**src/rtl/op_pkt_pkg.sv**
```systemverilog
// Shared definitions for the op packet checker: packet layout, drop codes, default limits.
package op_pkt_pkg;
  localparam int DATA_WIDTH_D = 32;
  localparam int RES_WIDTH_D  = 4;
  localparam int NUM_MODES_D  = 4;
  localparam int RES_MIN_D    = 6;

  // Packet layout: {res, mode, data}, res in the MSBs.
  localparam int PKT_W    = RES_WIDTH_D + NUM_MODES_D + DATA_WIDTH_D;
  localparam int MODE_LSB = DATA_WIDTH_D;
  localparam int RES_LSB  = DATA_WIDTH_D + NUM_MODES_D;

  typedef enum logic [1:0] {
    DROP_NONE = 2'b00,
    DROP_MODE = 2'b01,
    DROP_RES  = 2'b10,
    DROP_PAR  = 2'b11
  } drop_reason_e;
endpackage

```
**src/rtl/op_pkt_fifo.sv**
```systemverilog
// Synchronous show-ahead FIFO: the head entry is presented on rdata whenever not empty.
module op_pkt_fifo #(
  parameter int WIDTH = 40,
  parameter int DEPTH = 4
) (
  input  logic                     clk,
  input  logic                     rst_n,
  input  logic                     push,
  input  logic [WIDTH-1:0]         wdata,
  input  logic                     pop,
  output logic [WIDTH-1:0]         rdata,
  output logic [$clog2(DEPTH):0]   level,
  output logic                     full,
  output logic                     empty
);
  localparam int AW = $clog2(DEPTH);

  logic [WIDTH-1:0] mem [DEPTH];
  logic [AW-1:0]    wptr, rptr;
  logic [AW:0]      count;
  logic             do_push, do_pop;

  assign full    = (count == (AW+1)'(DEPTH));
  assign empty   = (count == '0);
  assign do_push = push && !full;
  assign do_pop  = pop && !empty;
  assign level   = count;
  assign rdata   = empty ? '0 : mem[rptr];

  // DEPTH is a power of two, so the pointers wrap by natural overflow.
  always_ff @(posedge clk or negedge rst_n) begin
    if (!rst_n) begin
      wptr  <= '0;
      rptr  <= '0;
      count <= '0;
    end else begin
      if (do_push) wptr <= wptr + 1'b1;
      if (do_pop)  rptr <= rptr + 1'b1;
      if (do_push && !do_pop)      count <= count + 1'b1;
      else if (do_pop && !do_push) count <= count - 1'b1;
    end
  end

  always_ff @(posedge clk) begin
    if (do_push) mem[wptr] <= wdata;
  end
endmodule

```
**src/rtl/op_pkt_chk_q.sv**
```systemverilog
// Packet checker: validates mode/res, queues good packets, strobes drop reasons, keeps statistics.
// Optional OP_PKT_CHK_PARITY_EN adds in_par (even parity over in_pkt) and drop_par_cnt.
module op_pkt_chk_q
  import op_pkt_pkg::*;
#(
  parameter int DATA_WIDTH = 32,
  parameter int RES_WIDTH  = 4,
  parameter int NUM_MODES  = 4,
  parameter int RES_MIN    = RES_MIN_D,
  parameter int DEPTH      = 4,
  parameter int CNT_WIDTH  = 16,
  localparam int PW        = RES_WIDTH + NUM_MODES + DATA_WIDTH
) (
  input  logic                   clk,
  input  logic                   rst_n,
  input  logic                   in_valid,
  output logic                   in_ready,
  input  logic [PW-1:0]          in_pkt,
`ifdef OP_PKT_CHK_PARITY_EN
  input  logic                   in_par,
  output logic [CNT_WIDTH-1:0]   drop_par_cnt,
`endif
  output logic                   out_valid,
  input  logic                   out_ready,
  output logic [PW-1:0]          out_pkt,
  output logic                   drop_pulse,
  output logic [1:0]             drop_reason,
  input  logic                   cnt_clr,
  output logic [CNT_WIDTH-1:0]   good_cnt,
  output logic [CNT_WIDTH-1:0]   drop_mode_cnt,
  output logic [CNT_WIDTH-1:0]   drop_res_cnt,
  output logic [$clog2(DEPTH):0] fifo_level
);
  // Handshake: a beat transfers on a rising edge where valid && ready; ready never depends
  // combinationally on the same-cycle valid or on out_ready.
  logic [RES_WIDTH-1:0] res;
  logic [NUM_MODES-1:0] mode;
  logic                 mode_ok, res_ok, par_ok, accept, push, pop, full, empty;
  drop_reason_e         reason;

  assign res     = in_pkt[PW-1 -: RES_WIDTH];
  assign mode    = in_pkt[DATA_WIDTH +: NUM_MODES];
  assign mode_ok = (mode != '0) && ((mode & (mode - 1'b1)) == '0);
  assign res_ok  = ({1'b0, res} >= (RES_WIDTH+1)'(RES_MIN));
`ifdef OP_PKT_CHK_PARITY_EN
  assign par_ok  = ~(^{in_pkt, in_par});
`else
  assign par_ok  = 1'b1;
`endif

  always_comb begin
    reason = DROP_NONE;
    if (!par_ok)       reason = DROP_PAR;
    else if (!mode_ok) reason = DROP_MODE;
    else if (!res_ok)  reason = DROP_RES;
  end

  // in_ready is gated by rst_n so it reads 0 throughout reset.
  assign in_ready  = rst_n && !full;
  assign accept    = in_valid && in_ready;
  assign push      = accept && (reason == DROP_NONE);
  assign out_valid = !empty;
  assign pop       = out_valid && out_ready;

  op_pkt_fifo #(.WIDTH(PW), .DEPTH(DEPTH)) u_fifo (
    .clk   (clk),
    .rst_n (rst_n),
    .push  (push),
    .wdata (in_pkt),
    .pop   (pop),
    .rdata (out_pkt),
    .level (fifo_level),
    .full  (full),
    .empty (empty)
  );

  always_ff @(posedge clk or negedge rst_n) begin
    if (!rst_n) begin
      drop_pulse  <= 1'b0;
      drop_reason <= DROP_NONE;
    end else begin
      drop_pulse  <= accept && (reason != DROP_NONE);
      drop_reason <= accept ? reason : DROP_NONE;
    end
  end

  // Saturating statistics; a clear wins over a same-cycle increment.
  always_ff @(posedge clk or negedge rst_n) begin
    if (!rst_n) begin
      good_cnt      <= '0;
      drop_mode_cnt <= '0;
      drop_res_cnt  <= '0;
`ifdef OP_PKT_CHK_PARITY_EN
      drop_par_cnt  <= '0;
`endif
    end else if (cnt_clr) begin
      good_cnt      <= '0;
      drop_mode_cnt <= '0;
      drop_res_cnt  <= '0;
`ifdef OP_PKT_CHK_PARITY_EN
      drop_par_cnt  <= '0;
`endif
    end else begin
      if (push && good_cnt != '1) good_cnt <= good_cnt + 1'b1;
      if (accept && reason == DROP_MODE && drop_mode_cnt != '1)
        drop_mode_cnt <= drop_mode_cnt + 1'b1;
      if (accept && reason == DROP_RES && drop_res_cnt != '1)
        drop_res_cnt <= drop_res_cnt + 1'b1;
`ifdef OP_PKT_CHK_PARITY_EN
      if (accept && reason == DROP_PAR && drop_par_cnt != '1)
        drop_par_cnt <= drop_par_cnt + 1'b1;
`endif
    end
  end
endmodule

```
**config.mk**
```make
export PLATFORM = sky130hd
export DESIGN_NAME = op_pkt_chk_q
export DESIGN_NICKNAME = d
export VERILOG_FILES = /design/src/rtl/op_pkt_pkg.sv /design/src/rtl/op_pkt_fifo.sv /design/src/rtl/op_pkt_chk_q.sv
export SDC_FILE = /design/constraint.sdc
export NUM_CORES = 1
export LEC_CHECK = 0
export CAP_MARGIN = 15
export CELL_PAD_IN_SITES_DETAIL_PLACEMENT = 2
export CELL_PAD_IN_SITES_GLOBAL_PLACEMENT = 2
export CORE_UTILIZATION = 37
export CTS_CLUSTER_SIZE = 40
export DETAILED_ROUTE_END_ITERATION = 10
export GPL_TIMING_DRIVEN = 0
export PLACE_DENSITY_LB_ADDON = 0.15
export SYNTH_ARGS = -nofsm -noshare
export SYNTH_HDL_FRONTEND = slang
export SYNTH_SLANG_ARGS = --single-unit
```
**constraint.sdc**
```tcl
create_clock -name clk -period 3.6 [get_ports clk]
set_clock_uncertainty 0.2 [all_clocks]
set_input_delay 0.72 -clock clk [delete_from_list [all_inputs] [get_ports clk]]
set_output_delay 0.72 -clock clk [all_outputs]
set_load 0.01 [all_outputs]
```
## Word-level counts from Yosys, hierarchy flattened

Memories as Yosys holds them, arrays and structs flattened.
Index checks and enable logic that the tools add are counted.

- Add/sub/neg operators: 8
- Magnitude comparators: 1
- Equality and inequality tests: 6
- Muxes and demuxes: 14
- Bitwise operators: 1
- Reductions and logical operators: 28

Operators by type and width:

| kind | count |
|---|---|
| two-way mux 16 bit | 6 |
| adder 16 x 1 -> 16 bit, second input constant | 3 |
| != test 16 bit, second input constant | 3 |
| two-way mux 40 bit | 1 |
| logical AND 1 bit | 15 |
| nonzero test 2 bit | 5 |
| two-way mux 2 bit | 3 |
| two-way mux 3 bit | 2 |
| adder 2 x 1 -> 2 bit, second input constant | 2 |
| bitwise AND 4 bit | 1 |
| >= comparator 4 x 3 -> 1 bit, second input constant | 1 |
| zero test 1 bit | 4 |
| zero test 4 bit | 1 |
| nonzero test 4 bit | 1 |
| subtractor 4 x 1 -> 4 bit, second input constant | 1 |
| adder 3 x 1 -> 3 bit, second input constant | 1 |
| equality test 3 bit, second input constant | 1 |
| zero test 3 bit | 1 |
| subtractor 3 x 1 -> 3 bit, second input constant | 1 |
| equality test 2 x 1 -> 1 bit, second input constant | 1 |
| equality test 2 bit, second input constant | 1 |
| zero test 2 bit | 1 |
| two-way mux 1 bit | 2 |

- Flip-flop bits (word level): 58
- Memory bits (writable): 160
- Input port bits: 45
- Output and inout port bits: 96
- Logic and storage cells: 67
- Memories kept: 1

Memories:

| memory | words | bits a word | read ports | clocked after memory_dff | write ports | RTL line | source |
|---|---|---|---|---|---|---|---|
| u_fifo.mem | 4 | 40 | 1 | 0 | 1 | op_pkt_fifo.sv:18 | `logic [WIDTH-1:0] mem [DEPTH];` |

## Longest topological paths before layout

Gate-level depths: netlist (run 1).

- Depth in word-level cells: 12
- Gate-level depth with buffers: 10
- Depth with buffers taken out: 10

## Hierarchy

A second synthesis (run 1) with hierarchy kept.

- Cells, all modules: 597
- Area total of the unflattened synthesis: 9346.5 µm²

By module, submodules not included:

| module | instances | cells an instance | area each (µm²) | sequential area each (µm²) |
|---|---|---|---|---|
| op_pkt_fifo | 1 | 291 | 6512.5 | 4979.8 |
| op_pkt_chk_q | 1 | 306 | 2834.0 | 1276.2 |

## Least setup slack after synthesis (run 1)

OpenSTA, ideal clock, no wires.

- Path type: input to register
- Start point: input in_pkt[33]
- End point: memory u_fifo.mem[0][0], enable pin
- Library setup time: 0.401 ns
- Arrival: 2.798 ns
- Path slack: 0.201 ns
- Stages on the path: 5
- Path buffers: 0
- Cell sequence: or4b_1 -> o311ai_4 -> nand3_4 -> clkinv_1 -> and2_1

- Longest elaborated chain between the ends: 10

Ends and longest elaborated chain:

| what | RTL line | source |
|---|---|---|
| from (decl) | op_pkt_chk_q.sv:18 | `input logic [PW-1:0] in_pkt,` |
| subtractor 4 x 1 -> 4 bit | op_pkt_chk_q.sv:43 | `assign mode_ok = (mode != '0) && ((mode & (mode - 1'b1)) == '0);` |
| bitwise AND 4 bit | op_pkt_chk_q.sv:43 |  |
| zero test 4 bit | op_pkt_chk_q.sv:43 |  |
| logical AND 1 bit (*) | op_pkt_chk_q.sv:43 |  |
| two-way mux 2 bit (*) | op_pkt_chk_q.sv:54 | `else if (!mode_ok) reason = DROP_MODE;` |
| zero test 2 bit (*) | op_pkt_chk_q.sv:61 | `assign push = accept && (reason == DROP_NONE);` |
| logical AND 1 bit (*) | op_pkt_chk_q.sv:61 |  |
| logical AND 1 bit (*) | op_pkt_fifo.sv:25 | `assign do_push = push && !full;` |
| via u_fifo.do_push | op_pkt_fifo.sv:21 | `logic do_push, do_pop;` |
| two-way mux 1 bit (*) | op_pkt_fifo.sv:45 | `if (do_push) mem[wptr] <= wdata;` |
| two-way mux 1 bit (implied by the code) (*) | op_pkt_fifo.sv:45 |  |
| to (decl) | op_pkt_fifo.sv:18 |  |

Mark *: on every way through the listed nets, which the timed path passes. The rest lies on a longest branch.

## Worst setup path after layout (run 1)

- Start point: register u_fifo.count[0] (netlist: u_fifo.level[0])
- End point: output out_pkt[38]

- Longest elaborated chain between the ends: 2

Ends and longest elaborated chain:

| what | RTL line | source |
|---|---|---|
| from (decl) | op_pkt_fifo.sv:20 | `logic [AW:0] count;` |
| from (signal assigned) | op_pkt_fifo.sv:39 | `if (do_push && !do_pop) count <= count + 1'b1;` |
| from (signal assigned) | op_pkt_fifo.sv:40 | `else if (do_pop && !do_push) count <= count - 1'b1;` |
| zero test 3 bit | op_pkt_fifo.sv:24 | `assign empty = (count == '0);` |
| two-way mux 40 bit | op_pkt_fifo.sv:28 | `assign rdata = empty ? '0 : mem[rptr];` |
| to (decl) | op_pkt_chk_q.sv:25 | `output logic [PW-1:0] out_pkt,` |

Every way passes these cells.

==> key figures, run 1 <==
Outcome
  • Outcome: finished with violations
  • Failing checks: negative hold slack

Logic synthesis
  • Main synth FF type: edfxtp_1
  • Synth top area cells: edfxtp_1 (52%), dfrtp_1 (16%), mux4_2 (9.7%), and2_1 (3.0%), a21oi_1 (1.7%)
  • Seq cells post-synth: 218
  • Area of the mapped netlist: 9260 sq um
  • Number of synthesized flops with an enable pin: 160
  • Post-synth net total: 645
  • Yosys top cell by area: edfxtp_1
  • Synth Instances: 591
  • Cell variety after synth: 57
  • Warnings from Yosys: 0
  • Synthesized area per cell: 15.7 sq um
  • Share of flip-flops with an asynchronous set or reset: a little over a quarter
  • Register area share after synthesis: 67.6%
  • Post-synth top area share: 51.9%

Layout
  • Area added between synthesis and finish: 29.9%
  • Diode count: 0
  • Commonest non-fill, non-tap cell in the layout: edfxtp_1
  • Post-route insts no fill: 1111
  • Finished Cell Area: 12000 sq um
  • Fin util: about half
  • Layout cells sized above 1: between 10% and 20%
  • Layout Nets: between 800 and 900
  • Most frequent cells in the layout: edfxtp_1 (160), clkdlybuf4s50_1 (137), dfrtp_1 (57)

Drt
  • 1st-iter DRT viols: 239
  • 1st-pass router iterations: 4
  • Routed vias: 5962
  • Remaining DRCs: 0
  • WL/cell: 22.5 um
  • Mean number of vias per cell: about 5.4
  • Post-DRT Antenna Nets: 0
  • Total Wirelength: 25.0 mm

Worst setup path
  • Critical path startpoint category: flip-flop
  • CP Max Fanout: 10
  • Critical Path End Type: primary output
  • Worst Path Required: around 2.7 ns
  • WP data arrival: 2.52 ns
  • Critical path type: flip-flop to primary output

Place
  • Port bufs: 140
  • Final GP Congestion: 0.791
  • Area after DPL: approximately 11000 sq um
  • Post-DP HPWL: 17.0 mm
  • Placed Cells: 1059

Global routing
  • Pin count of the biggest net entering global routing: a little over 60
  • Antenna violations before repair: 1
  • Global-route wire length before repair: slightly below 40 mm
  • Gr usage total: between 10% and 20%
  • Vias in the first global route: about 6.8k
  • Grt ovf: 0

Die
  • Core Region: 24500 sq um
  • Die Area: 25700 sq um
  • Starting density of the core: 37.8%
  • Top Ports: around 140
  • # rows: between 50 and 60
  • Die Y: around 160 um
  • Die W: 160 um

Power
  • VDD IR max: ~0.00032 V
  • Sequential power share: 38.0%
  • Pwr dens: 626 nW/um^2
  • Internal: 5.43 mW
  • Combinational Power Share: 29.3%
  • Clk pwr share: roughly a third
  • Net Switching: 2.10 mW
  • P_leak: just over 4 nW
  • Switch share: 27.9%

Hold path
  • Hold crit path type: primary input to async pin

STA
  • Final Max Tran Viols: 0
  • Worst rel slew slack: 47.2%
  • Hold Violations, Final: 50
  • Final min period: 3.44 ns
  • Fmax: 0.291 GHz
  • Worst-margin pin slew: 0.786 ns
  • Tcrit/Tclk final: 95.5%
  • Hold Slack: -0.0349 ns
  • Final setup violation count: 0

CTS
  • Clock tree buffer depth: 3
  • Worst-skew pair later-pin latency: 0.53 ns
  • CTS root buf: clkbuf_16
  • Clock-pin slew on the worst setup and hold paths: roughly 0.060 ns
  • Num Clock Sinks: 218
  • H-tree depth: 1
  • CTS Buf Count: 26
  • CTS tree: built

Run
  • Max Cap Viol: 0
-- worst max-delay path: stages, from the launching register on --
cell,delay [ns]
dfrtp_1,0.46
or3_1,0.54
clkbuf_2,0.28
and2_1,0.19
clkdlybuf4s50_1,0.52
-- synth_stat cells (4+ instances only) --
| master | number |
|---|---|
| a21oi_1 | 32 |
| and2_1 | 45 |
| and3_1 | 6 |
| buf_1 | 5 |
| buf_2 | 4 |
| clkbuf_1 | 17 |
| dfrtp_1 | 58 |
| edfxtp_1 | 160 |
| ha_1 | 8 |
| inv_1 | 10 |
| mux4_2 | 40 |
| nand2_1 | 17 |
| nand3_1 | 23 |
| nand4_1 | 12 |
| nor2_1 | 17 |
| nor3_1 | 8 |
| o21a_1 | 8 |
| o21ai_0 | 11 |
| o21ai_1 | 5 |
| o31ai_1 | 14 |
| or3_1 | 17 |
| or4_1 | 15 |
| xnor2_1 | 5 |
| xor2_1 | 6 |
-- routing by layer --
layer,track usage (%),vias up,wire (um)
li1,-,2685,-
met1,24.2,3109,10300
met2,36.2,129,13100
met3,3.95,37,1080
met4,4.76,2,495
met5,0,-,13
-- metrics by stage --
stage	setup slack, ns	power (mW)	setup TNS (ns)
6_report	0.162	7.52	0
4_1_cts	0.0129	7.63	0
3_5_place_dp	-0.527	5.14	-57.09
3_3_place_gp	-3.51	5.06	-684.69
5_1_grt	-0.0220	7.87	-0.0220
2_1_floorplan	0.201	4.07	0
-- power groups by stage --
stage	Clock, mW	Combinational, mW	Sequential, mW
after floorplan	0	1.18	2.89
after global placement	0	2.18	2.88
after detailed placement	0	2.25	2.89
after CTS	2.51	2.26	2.86
after global routing	2.62	2.38	2.87
final	2.46	2.21	2.86
-- timing repair --
| action | in CTS | in global routing |
|---|---|---|
| hold buffers | 0 | 1 |
| endpoints found under the hold margin | 0 | 3 |
| gates resized for setup | 14 | 6 |
| pin swaps | 0 | 2 |
| buffers inserted | 0 | 5 |
| endpoints found under the setup margin | 41 | 78 |
-- final timing paths --
check	from	end	slack (ns)	depth (start not counted)
setup / recovery	u_fifo.level[0]	out_pkt[38]	0.16	4
max in group asynchronous	rst_n	drop_res_cnt[10]	2.27	2
hold / removal	rst_n	drop_res_cnt[0]	-0.03	1
setup reg to reg	u_fifo.level[2]	u_fifo.level[2]	0.73	10
min in group clk	u_fifo.level[2]	u_fifo.level[2]	0.35	1
hold reg to reg	u_fifo.level[2]	u_fifo.level[2]	0.35	1
-- sequential cells by signal, summed over array words and instances, names as in the netlist --
signal / flops
drop_reason: 2
drop_pulse: 1
drop_mode_cnt: 16
u_fifo.level: 3
u_fifo.wptr: 2
drop_res_cnt: 16
good_cnt: 16
u_fifo.rptr: 2
u_fifo.mem: 160
-- kinds of logic (layout without fill, tap and decap cells) --
logic type | after synthesis | in the layout | share of synthesized area (%)
buffers and inverters | 38 | 234 | 1.68
AOI/OAI and AO/OA | 86 | 86 | 6.08
and+or+nand+nor | 183 | 183 | 11.9
muxes | 46 | 46 | 10.4
xor gates and xnor gates | 11 | 11 | 1.04
adders and majority gates | 9 | 9 | 1.30
DFF | 218 | 218 | 67.6
-- final cells by class --
| class | instances | area, sq um |
|---|---|---|
| multi-input cells | 335 | 2860 |
| clock buffers | 29 | 662 |
| inverters | 11 | 45.0 |
| repair buffers | 150 | 1530 |
| flip-flops and latches | 218 | 6260 |
| clock inverters | 19 | 141 |
| fillers | 2336 | 12400 |
| well taps | 324 | 405 |
| plain buffers | 25 | 124 |
(Power assumes the default switching activity.)
==> inputs of run 2 (changes only) <==
CORE_UTILIZATION = 39   (was 37)
CTS_CLUSTER_DIAMETER = 50   (was default)
==> run 2 against run 1 <==
The run now ends clean. Maximum frequency shrank 0.96%. Worst setup slack worse by 0.033 ns. Cell count down 0.90%. Utilization increased by 2.5 points. Largest cell class unchanged. Sequential power about the same. Wire length shrank 0.60%. Combinational power about the same. Cell area is 0.44% higher. Via count is 0.72% lower. Non-clock buffer count shrank 6. Die area down 5.1%. Worst hold slack improved by 0.11 ns.
==> key figures, run 2 (synthesis gave the netlist of run 1 again) <==
Layout
  • Fin util: 51.6% (+2.5 points)
  • Finished Cell Area: 12100 sq um (+0.44%)
  • Most frequent cells in the layout: edfxtp_1 (160), clkdlybuf4s50_1 (139), dfrtp_1 (57)
  • Commonest non-fill, non-tap cell in the layout: edfxtp_1
  • Layout cells sized above 1: 16.0% (+0.25 points)
  • Max reg flops: 160 (unchanged)
  • Register bank with the most flops: u_fifo.mem
  • Area added between synthesis and finish: 30.4%
  • Layout Nets: 815 (-0.73%)

Power
  • VDD IR max: 0.000329 V (+4.2%)
  • Sequential power share: 36.7% (-1.3 points)
  • Clk pwr share: 34.9% (+2.2 points)
  • Combinational Power Share: 28.4% (-0.9 points)
  • P_leak: 4.12 nW (+0.39%)
  • Power, Total: 7.77 mW (+3.3%)
  • Net Switching: 2.32 mW (+11%)
  • Pwr dens: 644 nW/um^2 (+2.9%)
  • Switch share: 29.8% (+1.9 points)
  • Internal: 5.46 mW (+0.54%)

CTS
  • Setup Buffers After CTS: 0 (unchanged)
  • H-tree depth: 1 (unchanged)
  • Clock-pin slew on the worst setup and hold paths: 0.06 ns (about the same)
  • Clock tree buffer depth: 3 (unchanged)
  • CTS root buf: clkbuf_16
  • Worst-skew pair later-pin latency: 0.53 ns (about the same)
  • Num Clock Sinks: 218 (unchanged)
  • CTS Buf Count: 26 (unchanged)
  • CTS tree: built

Worst setup path
  • Critical Path End Type: flip-flop
  • CP Max Fanout: 21 (+11)
  • Worst path cell trace: clkdlybuf4s50_1, or4b_1, o311ai_4, nand3_4, clkinv_1, and2_2, buf_12
  • Max stage delay cell, worst path: or4b_1
  • Critical path startpoint category: primary input
  • Top delay family on crit path: simple AND/OR/NAND/NOR gates
  • WP data arrival: 3.50 ns (+0.98 ns)
  • Critical path type: primary input to flip-flop
  • Slowest stage delay, CP: 0.66 ns (+0.12 ns)
  • Worst Path Required: 3.63 ns (+0.95 ns)
  • Crit path buf inv count: 3 (+1)

Hold path
  • Hold crit path type: primary input to async pin

STA
  • Final setup violation count: 0 (unchanged)
  • Final min period: 3.47 ns (+0.0334 ns)
  • Worst-margin pin slew: 0.825 ns (+0.0389 ns)
  • Worst rel slew slack: 45.0% (-2.2 points)
  • Unrepaired setup endpoints after global routing: yes
  • Hold Slack: 0.0773 ns (+0.112 ns)
  • Tcrit/Tclk final: 96.4% (+0.93 points)
  • Final Max Tran Viols: 0 (unchanged)
  • Fmax: 0.288 GHz (-0.96%)
  • Hold Violations, Final: 0 (-100%)

Place
  • Area after DPL: 11100 sq um (about the same)
  • Port bufs: 140 (unchanged)
  • Final GP Congestion: 0.758 (-4.1%)
  • Post-DP HPWL: 17.0 mm (+0.28%)

Global routing
  • Grt ovf: 0 (unchanged)
  • Gr usage total: 21.0% (+1.0 points)
  • Pin count of the biggest net entering global routing: 62 (unchanged)
  • Vias in the first global route: 6708 (-1.6%)
  • Antenna violations before repair: 1 (unchanged)
  • Global-route wire length before repair: 38.8 mm (-1.5%)

Drt
  • 1st-iter DRT viols: 172 (-28%)
  • Remaining DRCs: 0 (unchanged)
  • Post-DRT Antenna Nets: 0 (unchanged)
  • WL/cell: 22.5 um (+0.30%)
  • 1st-pass router iterations: 4 (unchanged)
  • Mean number of vias per cell: 5.38 (+0.18%)
  • Total Wirelength: 24.8 mm (-0.60%)
  • Routed vias: 5919 (-0.72%)

Die
  • Die Y: 156 um (-2.6%)
  • Die W: 156 um (-2.6%)
  • Core Region: 23400 sq um (-4.3%)
  • Die Area: 24400 sq um (-5.1%)
  • Top Ports: 141 (unchanged)
  • # rows: 56 (-1.8%)
  • Starting density of the core: 39.6% (+1.7 points)

Outcome
  • Outcome: completed

Run
  • Max Cap Viol: 0 (unchanged)
## run 2: changes by cell type in the layout (fill, tap and decap cells not counted), moves of 2 or more
cell,delta
buf_4,-4
clkbuf_1,-5
clkbuf_2,+2
clkdlybuf4s50_1,+2
clkinv_1,-2
clkinv_2,-8
clkinv_8,+6
clkinvlp_4,-3
inv_6,+2
inv_8,+8
## run 2: final cells by class
class | instances | area (sq um)
fillers | 2195 | 11300
flip-flops and latches | 218 | 6260
multi-input cells | 335 | 2850
repair buffers | 144 | 1480
clock buffers | 26 | 651
well taps | 319 | 399
clock inverters | 22 | 267
plain buffers | 25 | 126
inverters | 11 | 41.3
diodes | 1 | 2.50
## run 2: per-layer routing
metal  GRT usage (%)  vias to the layer above  part of all wire, %
met4            4.25                        0                  1.6
li1                -                     2683                    -
met5               0                        -                    0
met1            26.1                     3082                   42
met3            4.50                       29                  4.7
met2            37.5                      125                   52
## run 2: worst register-to-register path: cells and delay by family, from the launching register on
kind          cells  cell delay (ns)
simple gates      3             0.81
fa+ha+maj         2             0.70
flops             1             0.46
buf+inv           2             0.32
mux               1             0.28
## run 2: metrics by stage
step,setup slack [ns],instances,TNS (ns)
floorplan,0.201,591,0
global placement,-3.49,1050,-679.83
detailed placement,-0.515,1054,-61.87
CTS,0.0407,1100,0
global route,-0.00000222,1100,-0.00000222
finish,0.128,1101,0
## run 2: final timing paths
path,slack (ns),to,cells after the start,startpoint
worst min register to register,0.34,u_fifo.level[2],1,u_fifo.level[2]
worst max-delay path,0.13,u_fifo.mem[0][16],7,in_pkt[33]
worst max register to register,0.72,u_fifo.level[1],8,u_fifo.level[0]
max in group asynchronous,2.54,u_fifo.rptr[0],1,rst_n
worst min-delay path,0.08,drop_res_cnt[11],1,rst_n
min in group clk,0.34,u_fifo.level[2],1,u_fifo.level[2]
## run 2: timing repair
| item | in CTS | in global routing |
|---|---|---|
| hold buffers | 0 | 0 |
| setup endpoints to repair | 40 | 43 |
| gates resized for setup | 15 | 2 |
## run 2: power groups by stage
stage	combinational [mW]	sequential (mW)	clock [mW]
2_1_floorplan	1.18	2.89	0
3_3_place_gp	2.17	2.88	0
3_5_place_dp	2.26	2.89	0
4_1_cts	2.27	2.85	2.79
5_1_grt	2.39	2.87	2.87
6_report	2.21	2.85	2.72
